**config.mk**
```make
export PLATFORM = sky130hd
export DESIGN_NAME = pc_unit
export DESIGN_NICKNAME = d
export VERILOG_FILES = /design/src/rtl/pc_unit.sv
export SDC_FILE = /design/constraint.sdc
export NUM_CORES = 1
export LEC_CHECK = 0
export CAP_MARGIN = 25
export CORE_ASPECT_RATIO = 0.8
export CORE_MARGIN = 1.5
export CORE_UTILIZATION = 53
export CTS_CLUSTER_DIAMETER = 100
export DETAILED_ROUTE_END_ITERATION = 10
export PLACE_DENSITY = 0.83
export SYNTH_ARGS = -nofsm -noshare
export SYNTH_HDL_FRONTEND = slang
export SYNTH_SLANG_ARGS = --single-unit
export TNS_END_PERCENT = 30
```
**constraint.sdc**
```tcl
create_clock -name clk -period 3.5 [get_ports clk]
set_input_delay 0.7 -clock clk [delete_from_list [all_inputs] [get_ports clk]]
set_output_delay 0.7 -clock clk [all_outputs]
set_load 0.05 [all_outputs]
```
**src/rtl/pc_unit.sv**
```systemverilog
// pc_unit: program counter with trap/redirect/return priority select
// and a circular return-address stack for call/return prediction.
module pc_unit #(
   parameter int               WIDTH        = 32,
   parameter logic [WIDTH-1:0] RESET_VECTOR = '0,
   parameter int               IALIGN       = 4,
   parameter int               RAS_DEPTH    = 4
) (
   input  logic                         clk,
   input  logic                         rst,
   input  logic                         stall,
   input  logic                         trap_valid,
   input  logic [WIDTH-1:0]             trap_vector,
   input  logic                         redirect_valid,
   input  logic [WIDTH-1:0]             redirect_target,
   input  logic                         call,
   input  logic                         ret,
   output logic [WIDTH-1:0]             PC,
   output logic [WIDTH-1:0]             PCPlus,
   output logic                         misaligned,
   output logic                         ras_underflow,
   output logic [$clog2(RAS_DEPTH):0]   ras_count
);

   localparam int               PW    = $clog2(RAS_DEPTH);
   localparam logic [WIDTH-1:0] AMASK = WIDTH'(IALIGN - 1);
   localparam logic [WIDTH-1:0] STEP  = WIDTH'(IALIGN);
   localparam logic [PW:0]      FULL  = (PW+1)'(RAS_DEPTH);
   localparam logic [PW:0]      ONE_C = 1;
   localparam logic [PW-1:0]    ONE_P = 1;

   logic [WIDTH-1:0] ras [RAS_DEPTH];
   logic [PW-1:0]    top;
   logic [PW-1:0]    top_inc;
   logic [PW-1:0]    top_nxt;
   logic [PW:0]      cnt_nxt;
   logic [WIDTH-1:0] pc_nxt;
   logic             aligned;
   logic             sel_trap;
   logic             sel_redir;
   logic             sel_ret;
   logic             sel_hold;
   logic             push;
   logic             pop;
   logic             mis_nxt;
   logic             unf_nxt;

   assign PCPlus  = PC + STEP;
   assign aligned = (redirect_target & AMASK) == '0;
   assign top_inc = top + ONE_P;

   // Mutually exclusive selects encode the fixed next-PC priority.
   assign sel_trap  = trap_valid;
   assign sel_redir = !trap_valid && redirect_valid;
   assign sel_ret   = !trap_valid && !redirect_valid && ret && !stall;
   assign sel_hold  = !trap_valid && !redirect_valid && stall;

   // Next-PC, stack operation and flag decode.
   always_comb begin
      pc_nxt  = PCPlus;
      push    = 1'b0;
      pop     = 1'b0;
      mis_nxt = 1'b0;
      unf_nxt = 1'b0;
      top_nxt = top;
      cnt_nxt = ras_count;
      unique case (1'b1)
         sel_trap: pc_nxt = trap_vector;
         sel_redir: begin
            if (aligned) begin
               pc_nxt = redirect_target;
               push   = call;
            end else begin
               pc_nxt  = trap_vector;
               mis_nxt = 1'b1;
            end
         end
         sel_ret: begin
            if (ras_count != '0) begin
               pc_nxt = ras[top];
               pop    = 1'b1;
            end else begin
               unf_nxt = 1'b1;
            end
         end
         sel_hold: pc_nxt = PC;
         default:  pc_nxt = PCPlus;
      endcase
      if (push) begin
         top_nxt = top_inc;
         cnt_nxt = (ras_count == FULL) ? FULL : ras_count + ONE_C;
      end else if (pop) begin
         top_nxt = top - ONE_P;
         cnt_nxt = ras_count - ONE_C;
      end
   end

   // PC, stack pointer, occupancy and pulse flags.
   always_ff @(posedge clk or posedge rst) begin
      if (rst) begin
         PC            <= RESET_VECTOR;
         top           <= '0;
         ras_count     <= '0;
         misaligned    <= 1'b0;
         ras_underflow <= 1'b0;
      end else begin
         PC            <= pc_nxt;
         top           <= top_nxt;
         ras_count     <= cnt_nxt;
         misaligned    <= mis_nxt;
         ras_underflow <= unf_nxt;
      end
   end

   // Stack storage; a push into a full stack overwrites the oldest slot.
   always_ff @(posedge clk) begin
      if (push && !rst)
         ras[top_inc] <= PCPlus;
   end

endmodule
```
======== Word-level counts from Yosys, hierarchy flattened ========
Memories as Yosys holds them, arrays and structs flattened.
Cells that the tools add are included.
storage, ports and cells
  RAM bits ................................ 128
  bits in registers ....................... 39
  memories ................................ 1
  input port bits ......................... 71
  logic and storage cells ................. 43
  output and inout bits ................... 69
memories
  memory  depth  bits a word  read ports  clocked after memory_dff  wr ports  RTL line  text
  ras     4      32           1           0                         1         32        logic [WIDTH-1:0] ras [RAS_DEPTH];
operators by class
  reduce and logical (&&, ||, !) cells .... 13
  mux-type cells .......................... 18
  add/subtract/negate cells ............... 5
  equality and inequality tests ........... 1
operators by type and width
  cell                                               count
  case mux 32 bit (4 select lines)                   1
  two-way mux 32 bit                                 2
  adder 32 x 3 -> 32 bit (second input constant)     1
  logical NOT 32 bit                                 1
  two-way mux 1 bit                                  10
  two-way mux 3 bit                                  3
  logical AND 1 bit                                  6
  logical NOT 1 bit                                  4
  two-way mux 2 bit                                  2
  adder 3 x 1 -> 3 bit (second input constant)       1
  == test 3 bit (second input constant)              1
  nonzero test 3 bit                                 1
  subtractor 3 x 1 -> 3 bit (second input constant)  1
  adder 2 x 1 -> 2 bit (second input constant)       1
  nonzero test 2 bit                                 1
  subtractor 2 x 1 -> 2 bit (second input constant)  1

======== Depth between registers and ports, before layout ========
Gate-level depths: netlist of run 1.
  depth in word-level cells ............... 7
  gate-level depth with buffers ........... 11
  depth with buffers taken out ............ 7

======== Worst setup path before layout of run 1 ========
OpenSTA, ideal clock, no wires.
  path type ............................... flip-flop to output port
  start point ............................. register PC[2]
  end point ............................... output port PCPlus[30]
  setup slack ............................. -0.066 ns
  required time ........................... 2.800 ns
  cell stages (with the launch flop) ...... 6
  arrival ................................. 2.866 ns
  path buffers ............................ 0
  cells stage by stage .................... dfrtp_1 ha_1 nand3_2 or4_4 nor4_4 xor2_1
between the ends
  word-level cells in the longest chain between the ends .. 1
ends and longest elaborated chain
  item                    RTL line  text
  start, declared         18        output logic [WIDTH-1:0] PC,
  start signal, assigned  107       PC <= pc_nxt;
  adder 32 x 3 -> 32 bit  48        assign PCPlus = PC + STEP;
  end, declared           19        output logic [WIDTH-1:0] PCPlus,
Every way passes these cells.

======== Final worst setup path of run 1 ========
  start point ............................. register PC[3]
  end point ............................... output port PCPlus[26]
Same word-level chain as after synthesis.

==> flow_metrics.tcl, run 1 <==
set metrics [dict create \
    fin_nets 827 \
    synthAdderAreaFrac_pct 1.23 \
    status "completed" \
    required_ns 2.80 \
    synth-compound-area-share_pct 12.9 \
    place_inst 914 \
    cts_tree "done" \
    synth-simple-area-share_pct 10.6 \
    syn_inst 594 \
    worst_slew_pin_slew_ns 0.969 \
    ys_dominant_reg_cell "edfxtp_1" \
    muxShareOfSynthArea_pct 8.86 \
    hold_buffers 0 \
    netlist_area_um2 8140 \
    drive_above_1_share_pct 20.2 \
    drt-total-wl_um 23400 \
    fmax_ghz 0.290 \
    core_region_area_um2 15000 \
    synth_warnings 0 \
    fin_ws_ns 0.0485 \
    synth-async-reset-ratio_pct 23.4 \
    cts-root-buf "clkbuf_16" \
    antenna_left 0 \
    grt_pass1_wl_um 36000 \
    synth_seq_cells 167 \
    post-dp-hpwl_um 15400 \
    path_delay_family "simple AND/OR/NAND/NOR gates" \
    avgSynthCellArea_um2 13.7 \
    worstHoldPathType "flip-flop to flip-flop" \
    track_usage_pct 30.3 \
    die_y_um 114 \
    skew_ns 0.00713 \
    stdcell_count 950 \
    cp_cell_sequence "ha_1 -> nand3_2 -> or4_4 -> nor3_4 -> xor2_2 -> buf_12" \
    clock_path_buffers 2 \
    ir_drop_mv 0.420 \
    setup.worst_path.end_class "output pin" \
    drtIter0Drc 758 \
    crit_type "flip-flop to output pin" \
    maxCapViolations 0 \
    drc 0 \
    num_vias 6267 \
    worst-path-buf-inv 1 \
    crit_slowest_cell "or4_4" \
    fin_crit_sh_pct 98.6 \
    vias_per_cell 6.60 \
    grt_max_degree 33 \
    setup_violations 0 \
    slew_violations 0 \
    worstPathArrival_ns 2.75 \
    clock_latency_ns 0.43 \
    die_w_um 142 \
    design.portCount 140 \
    synth_top_family_by_area "compound AO/OA/AOI/OAI gates" \
    start_util_pct 54.2 \
    cts_buffers 17 \
    synth_xor_area_share_pct 3.12 \
    num_rows 40 \
    cp_max_fo 7 \
    grt_setup_unrepaired "yes" \
    syn_to_final_growth_pct 32.3 \
    grt_pass1_vias 6393 \
    cp-start-kind "flip-flop" \
    max_stage_delay_ns 0.60 \
    clkTransAtPathRegs_ns 0.07 \
    p_leak_nw 3.97 \
    slew_headroom_pct 35.0 \
    antenna_found_initial 0 \
    hold_violations 0 \
    overflow 0 \
    place.gp.congestion 0.928 \
    dp_slack_ns 0.384 \
    synth_edf_count 128 \
    wl_per_cell_um 24.6 \
    syn-num-nets 673 \
    fillCellCount 1024 \
    drtPass1Iterations 7 \
    p_per_area_nw_per_um2 655 \
    cts_htree_levels 4 \
    ys_seq_area_share_pct 59.2 \
    cts.sinks 167 \
    die-area_um2 16100 \
    ys_types 67 \
    fin_crit_ns 3.45 \
    port_buffers 139 \
    antenna_cells 0 \
]
[synth_stat cells (7+ instances only)]
master,instances,area [um^2]
o22a_1,8,70.1
ha_1,8,100
nand3_1,11,55.1
a31oi_1,14,87.6
mux4_2,32,721
a221oi_1,20,175
xnor2_1,17,149
clkbuf_1,14,52.6
xor2_1,12,105
a2bb2oi_1,7,61.3
dfrtp_1,39,976
nor2_1,28,105
a21oi_1,26,130
o22ai_1,10,62.6
o21ai_0,12,60.1
nand4_1,14,87.6
nor3_1,7,35.0
nand2_1,29,109
buf_4,8,60.1
and3_1,11,68.8
buf_2,13,65.1
edfxtp_1,128,3840
inv_1,30,113
o21a_1,7,52.6
[path summary, 6_finish.rpt]
| kind | start | end | slack [ns] | cells past startpoint |
|---|---|---|---|---|
| worst max register to register | PC[3] | ras[3][26] | 1.07 | 6 |
| min in group asynchronous | rst | PC[3] | 0.68 | 2 |
| worst min-delay path | ras_count[2] | ras_count[2] | 0.56 | 1 |
| worst min register to register | ras_count[2] | ras_count[2] | 0.56 | 1 |
| max in group asynchronous | rst | PC[23] | 2.03 | 3 |
| worst max-delay path | PC[3] | PCPlus[26] | 0.05 | 6 |
[through the flow]
| stage | total power, mW | util (%) | TNS (ns) | hold WS [ns] | cell area, um^2 |
|---|---|---|---|---|---|
| finish | 7.05 | 71.7 | 0 | 0.556 | 10800 |
| global route | 7.29 | 71.7 | -0.251 | 0.577 | 10800 |
| CTS | 7.04 | 71.1 | 0 | 0.550 | 10700 |
| detailed placement | 4.82 | 66.3 | 0 | 0.536 | 9950 |
| global placement | 4.76 | 66.3 | 0 | 0.540 | 9950 |
| floorplan | 4.03 | - | 0 | 0.639 | 8140 |
[cell families (layout without fill, tap and decap cells)]
| kind of cell | Yosys count | in the layout |
|---|---|---|
| XOR/XNOR | 29 | 29 |
| adder cells (fa/ha/maj) | 8 | 8 |
| multiplexers | 32 | 32 |
| flip-flops | 167 | 167 |
| AO/OA/AOI/OAI | 144 | 144 |
| AND/OR/NAND/NOR | 145 | 145 |
| buffers and inverters | 69 | 236 |
[layer usage]
layer  GRT usage, %  wire [um]  up-vias
met5              0          0        -
met4           11.2        507        0
met3           8.69       2460       46
met2           48.9      11300      418
met1           39.7       9150     3137
li1               -          -     2666
[report_power, final]
group | internal [mW] | switching (mW) | total, mW
Combinational | 0.963 | 1.36 | 2.32
Sequential | 2.31 | 0.201 | 2.51
Clock | 1.42 | 0.796 | 2.21
Total | 4.69 | 2.36 | 7.05
[worst register-to-register path: stages, from the launching register on]
cell,delay (ns)
dfrtp_1,0.45
ha_1,0.24
nand3_2,0.22
or4_4,0.60
nor3_4,0.27
xor2_2,0.35
buf_4,0.18
[registers in the layout, summed over array words and instances (netlist names)]
register / count
ras: 128
ras_count: 3
PC: 32
misaligned: 1
ras_underflow: 1
top: 2
[cell usage in the layout, fill, tap and decap left out, types with 7 or more instances in the layout]
master / n
mux4_2: 32
o21ai_0: 12
nor2_1: 28
edfxtp_1: 128
o22a_1: 8
a21oi_1: 26
dfrtp_1: 37
xor2_1: 7
a2bb2oi_1: 7
xnor2_1: 14
nand4_1: 14
nand3_1: 11
and3_1: 11
bufinv_16: 7
ha_1: 8
o22ai_1: 10
clkdlybuf4s50_1: 116
buf_4: 39
a31oi_1: 14
nand2_1: 29
o21a_1: 7
inv_1: 29
a221oi_1: 20
clkbuf_16: 17
buf_12: 17
[what timing repair did]
action,in CTS,in global routing
setup endpoints to repair,5,10
endpoints found under the hold margin,0,0
buffers inserted,0,4
resized for setup,5,9
pin swaps,0,4
[final cells by class]
cell class / instances / area [um^2] / share of cell area, %
Timing Repair Buffer: 174 / 1820 / 16.9
Inverter: 30 / 113 / 1.05
Tap cell: 189 / 236 / 2.20
Clock inverter: 15 / 270 / 2.51
Multi-Input combinational cell: 358 / 3080 / 28.6
Sequential cell: 167 / 4820 / 44.8
Clock buffer: 17 / 425 / 3.95
(Power assumes the default switching activity.)
==> run 2: changes to the inputs <==
--- a/config.mk
+++ b/config.mk
@@ -5,10 +5,12 @@
 export SDC_FILE = /design/constraint.sdc
 export NUM_CORES = 1
 export LEC_CHECK = 0
-export CAP_MARGIN = 25
+export CAP_MARGIN = 10
+export CELL_PAD_IN_SITES_DETAIL_PLACEMENT = 0
+export CELL_PAD_IN_SITES_GLOBAL_PLACEMENT = 1
 export CORE_ASPECT_RATIO = 0.8
 export CORE_MARGIN = 1.5
-export CORE_UTILIZATION = 53
+export CORE_UTILIZATION = 43
 export CTS_CLUSTER_DIAMETER = 100
 export DETAILED_ROUTE_END_ITERATION = 10
 export PLACE_DENSITY = 0.83
==> run 2 against run 1 <==
  * Largest cell class unchanged
  * Global-route usage shrank 5.8 points
  * First-iteration DRC count shrank 17%
  * Clock skew is essentially flat
  * Largest power group unchanged
  * Flip-flop and latch count is the same
  * Sequential share of layout area is essentially flat
  * Final cell count grew 6.7%
  * Cell area shrank 0.12%
  * Die area grew 23%
  * Fmax grew 0.63%
  * Core utilization shrank 13 points
  * Power shrank 5.8%
  * Hold slack lost 0.037 ns
==> flow_metrics.tcl, run 2 (synthesis results as in run 1) <==
set metrics [dict create \
    final_util_pct 58.6 \
    place.gp.congestion 0.841 \
    port_buffers 139 \
    overflow 0 \
    cp-start-kind "flip-flop" \
    num_vias 6064 \
    drtPass1Iterations 5 \
    required_ns 2.80 \
    place_inst 980 \
    p_sw_mw 2.37 \
    worstHoldPathType "flip-flop to flip-flop" \
    skew_ns 0.00667 \
    wl_per_cell_um 22.8 \
    cp_max_fo 7 \
    antenna_cells 0 \
    grt_setup_unrepaired "yes" \
    clkPwrFrac_pct 26.9 \
    most-common-layout-cells "edfxtp_1 (128), clkdlybuf4s50_1 (115), buf_4 (39)" \
    fmax_ghz 0.292 \
    reg_top3 "ras: 128 flops, PC: 32 flops, ras_count: 3 flops" \
    grt_pass1_wl_um 35400 \
    ir_drop_mv 0.436 \
    start_util_pct 44.4 \
    cp_cell_sequence "nand4_2 -> or4_4 -> nor4_4 -> xor2_2 -> buf_12" \
    clkTransAtPathRegs_ns 0.06 \
    fin_nets 827 \
    clock_path_buffers 2 \
    maxCapViolations 0 \
    setup.worst_path.end_class "output pin" \
    hold_buffers 0 \
    drtIter0Drc 626 \
    worstPathArrival_ns 2.73 \
    track_usage_pct 24.6 \
    antenna_found_initial 0 \
    worst_slew_pin_slew_ns 0.838 \
    path_delay_family "simple AND/OR/NAND/NOR gates" \
    vias_per_cell 5.98 \
    antenna_left 0 \
    drive_above_1_share_pct 20.5 \
    postPlaceCellArea_um2 10100 \
    final_common_cell "edfxtp_1" \
    max_stage_delay_ns 0.62 \
    p_per_area_nw_per_um2 618 \
    largest-register "ras" \
    status "completed" \
    cts_htree_levels 4 \
    cts-root-buf "clkbuf_16" \
    cts.sinks 167 \
    pwr-share-comb_pct 34.2 \
    drt-total-wl_um 23200 \
    slew_violations 0 \
    worst-path-buf-inv 1 \
    die_y_um 126 \
    stdcell_count 1014 \
    largest_reg_flops 128 \
    core_region_area_um2 18300 \
    crit_slowest_cell "or4_4" \
    post-dp-hpwl_um 16200 \
    die_w_um 157 \
    seq_power_share_pct 38.9 \
    post-route-cell-area_um2 10700 \
    p_leak_nw 3.94 \
    p_int_mw 4.27 \
    clock_latency_ns 0.43 \
    design.portCount 140 \
    cts_tree "done" \
    grt_pass1_vias 6210 \
    drc 0 \
    die-area_um2 19800 \
    fin_crit_ns 3.43 \
    cts_buffers 17 \
    slew_headroom_pct 44.1 \
    setup_violations 0 \
    p_sw_share_pct 35.6 \
    fin_crit_sh_pct 98.0 \
    crit_type "flip-flop to output pin" \
    num_rows 44 \
    grt_max_degree 29 \
    hold_violations 0 \
    syn_to_final_growth_pct 32.1 \
]
## run 2: changes by cell type in the layout (fill, tap and decap cells not counted), sizes merged
| cell | previous run | this run |
|---|---|---|
| bufinv | 7 | 1 |
| dlygate4sd2 | 1 | 0 |
| dlymetal6s2s | 1 | 2 |
| clkbuf | 17 | 19 |
| buf | 56 | 57 |
| clkinvlp | 2 | 3 |
| clkinv | 3 | 6 |
| clkdlybuf4s50 | 116 | 115 |
## run 2: metrics by stage
step	setup TNS, ns	power [mW]	hold slack [ns]	setup slack (ns)
after floorplan	0	4.03	0.639	0.0144
after global placement	0	4.79	0.507	0.460
after detailed placement	0	4.85	0.511	0.339
after CTS	-0.0315	6.64	0.523	-0.0315
after global routing	-0.217	6.90	0.554	-0.0815
final	0	6.64	0.519	0.0701
## run 2: routing by layer
metal / global-route usage [%] / vias up / wire, um
met2: 39.0 / 302 / 11300
met5: 0 / - / 0
met4: 7.96 / 0 / 465
met1: 32.9 / 3050 / 9360
li1: - / 2667 / -
met3: 6.57 / 45 / 2030
## run 2: power groups by stage
stage	sequential, mW	combinational, mW	clock (mW)
4_1_cts	2.58	2.26	1.80
3_3_place_gp	2.60	2.20	0
3_5_place_dp	2.61	2.24	0
6_report	2.58	2.27	1.79
5_1_grt	2.61	2.39	1.89
2_1_floorplan	2.77	1.26	0
## run 2: cell type report
cell class                 count  area [um^2]
fill                        1416         7580
sequential                   167         4820
multi-input combinational    358         3110
timing repair buffer         174         1830
clock buffer                  19          433
tap                          253          317
clock inverter                13          125
inverter                      30          113
## run 2: worst reg2reg max path: stages (launching register included)
cell and delay, ns:
dfrtp_1 0.42, inv_1 0.08, ha_1 0.23, nand2b_1 0.31, and3_1 0.46, buf_4 0.42, a221oi_1 0.20, a311oi_1 0.29
## run 2: worst paths after layout
| check | startpoint | slack [ns] | cells after the start | endpoint |
|---|---|---|---|---|
| min reg2reg | ras_count[2] | 0.52 | 1 | ras_count[2] |
| max in group asynchronous | rst | 2.51 | 3 | top[0] |
| min in group asynchronous | rst | 0.70 | 3 | PC[0] |
| max reg2reg | ras_count[0] | 0.99 | 7 | PC[12] |
| max | PC[4] | 0.07 | 5 | PCPlus[31] |
| min | ras_count[2] | 0.52 | 1 | ras_count[2] |
## run 2: what timing repair did
action	CTS	global route
resized for setup	5	14
buffers inserted	0	2
pin swaps	0	2
endpoints found under the setup margin	8	17
hold endpoints to repair	0	0
==> patch: new RTL, config.mk and constraints of run 1 <==
Register the output `ras_count` once more, with the module's reset; this adds one clock of latency there. The other outputs are not delayed to match.
--- a/src/rtl/pc_unit.sv
+++ b/src/rtl/pc_unit.sv
@@ -28,6 +28,8 @@
    localparam logic [PW:0]      FULL  = (PW+1)'(RAS_DEPTH);
    localparam logic [PW:0]      ONE_C = 1;
    localparam logic [PW-1:0]    ONE_P = 1;
+
+   logic [$clog2(RAS_DEPTH):0] ras_count_s0;
 
    logic [WIDTH-1:0] ras [RAS_DEPTH];
    logic [PW-1:0]    top;
@@ -63,7 +65,7 @@
       mis_nxt = 1'b0;
       unf_nxt = 1'b0;
       top_nxt = top;
-      cnt_nxt = ras_count;
+      cnt_nxt = ras_count_s0;
       unique case (1'b1)
          sel_trap: pc_nxt = trap_vector;
          sel_redir: begin
@@ -76,7 +78,7 @@
             end
          end
          sel_ret: begin
-            if (ras_count != '0) begin
+            if (ras_count_s0 != '0) begin
                pc_nxt = ras[top];
                pop    = 1'b1;
             end else begin
@@ -88,10 +90,10 @@
       endcase
       if (push) begin
          top_nxt = top_inc;
-         cnt_nxt = (ras_count == FULL) ? FULL : ras_count + ONE_C;
+         cnt_nxt = (ras_count_s0 == FULL) ? FULL : ras_count_s0 + ONE_C;
       end else if (pop) begin
          top_nxt = top - ONE_P;
-         cnt_nxt = ras_count - ONE_C;
+         cnt_nxt = ras_count_s0 - ONE_C;
       end
    end
 
@@ -100,13 +102,13 @@
       if (rst) begin
          PC            <= RESET_VECTOR;
          top           <= '0;
-         ras_count     <= '0;
+         ras_count_s0  <= '0;
          misaligned    <= 1'b0;
          ras_underflow <= 1'b0;
       end else begin
          PC            <= pc_nxt;
          top           <= top_nxt;
-         ras_count     <= cnt_nxt;
+         ras_count_s0  <= cnt_nxt;
          misaligned    <= mis_nxt;
          ras_underflow <= unf_nxt;
       end
@@ -118,4 +120,12 @@
          ras[top_inc] <= PCPlus;
    end
 
+   always_ff @(posedge clk or posedge rst) begin
+      if (rst) begin
+         ras_count <= '0;
+      end else begin
+         ras_count <= ras_count_s0;
+      end
+   end
+
 endmodule
Function: changed (a bounded check fails within 4 cycles, from zero or initial values and one cycle with rst high).
==> patch against run 1 <==
Clock power is 14% lower; power is 3.5% lower; setup slack better by 26 ps; non-clock buffer count is 5 lower; critical endpoint is now PCPlus[27]; highest routed layer unchanged; sequential cell count is 3 higher; cell count is 2.5% lower; final area is 2.3% lower; largest cell class unchanged; maximum frequency is 0.77% higher; count of clock-buffer cells in the layout is 2 higher; routed wire length is 3.3% lower; largest power group unchanged; synthesized area is 1.8% lower.
==> patch: results <==
group,metric,value,unit
routing,wl_met2,10.87,mm
synth,synth.distinct_cells,58,
setup_path,reg2reg_to,"PC[31]",
layout,largestRegisters,"ras: 128 flops, PC: 32 flops",
routing,drt_iter0_drc,711,
clocking,cts_resized,3,
grt,grt_pass1_vias,6171,
grt,track_usage,0.2967,
status,status,"complete, no violations",
layout,buffers,169,
timing,slew_headroom,0.4661,
grt,grt_max_degree,37,
setup_path,crit_path_end,"PCPlus[27]",
grt,grt_pass1_wl,34.79,mm
layout,sh_seq_area,0.4664,
layout,nets,808,
setup_path,ff2ff_setup_slack,1170,ps
setup_path,cp_max_fo,9,
layout,clkbuf_count,19,
layout,drive_above_1_share,0.1927,
layout,multi_input_area,0.002935,mm²
routing,wl_met1,8.802,mm
synth,synth_nets,659,
routing,via_count,6054,
layout,n_all_inverters,16,
min_path,worstHoldEndpoint,"ras_count[1]",
power,ir_drop,0.6063,mV
layout,final_core_util,0.7253,
routing,drtPass1Iterations,5,
[patch: cell types whose count changed after synthesis, sizes merged, moves of 5 or more]
cell     delta
a21oi       -8
a2bb2oi     -5
a31oi       +6
inv        -14
nand2      +25
nand3       +5
o21ai       -6
o22ai       -9
[patch: power by group through the flow]
stage / Combinational (mW) / Sequential, mW / Clock (mW)
global placement: 2.16 / 2.67 / 0
floorplan: 1.25 / 2.82 / 0
finish: 2.25 / 2.66 / 1.90
detailed placement: 2.21 / 2.68 / 0
CTS: 2.23 / 2.64 / 1.90
global route: 2.36 / 2.68 / 1.98
[patch: logic make-up after synthesis]
group                    after synthesis  synth area share
flip-flops                           170            0.6130
AND/OR/NAND/NOR                      160            0.1029
AO/OA/AOI/OAI                        125            0.1185
buffers and inverters                 55           0.02977
multiplexers                          33           0.09151
XOR/XNOR                              29           0.03181
adder cells (fa/ha/maj)                8           0.01254
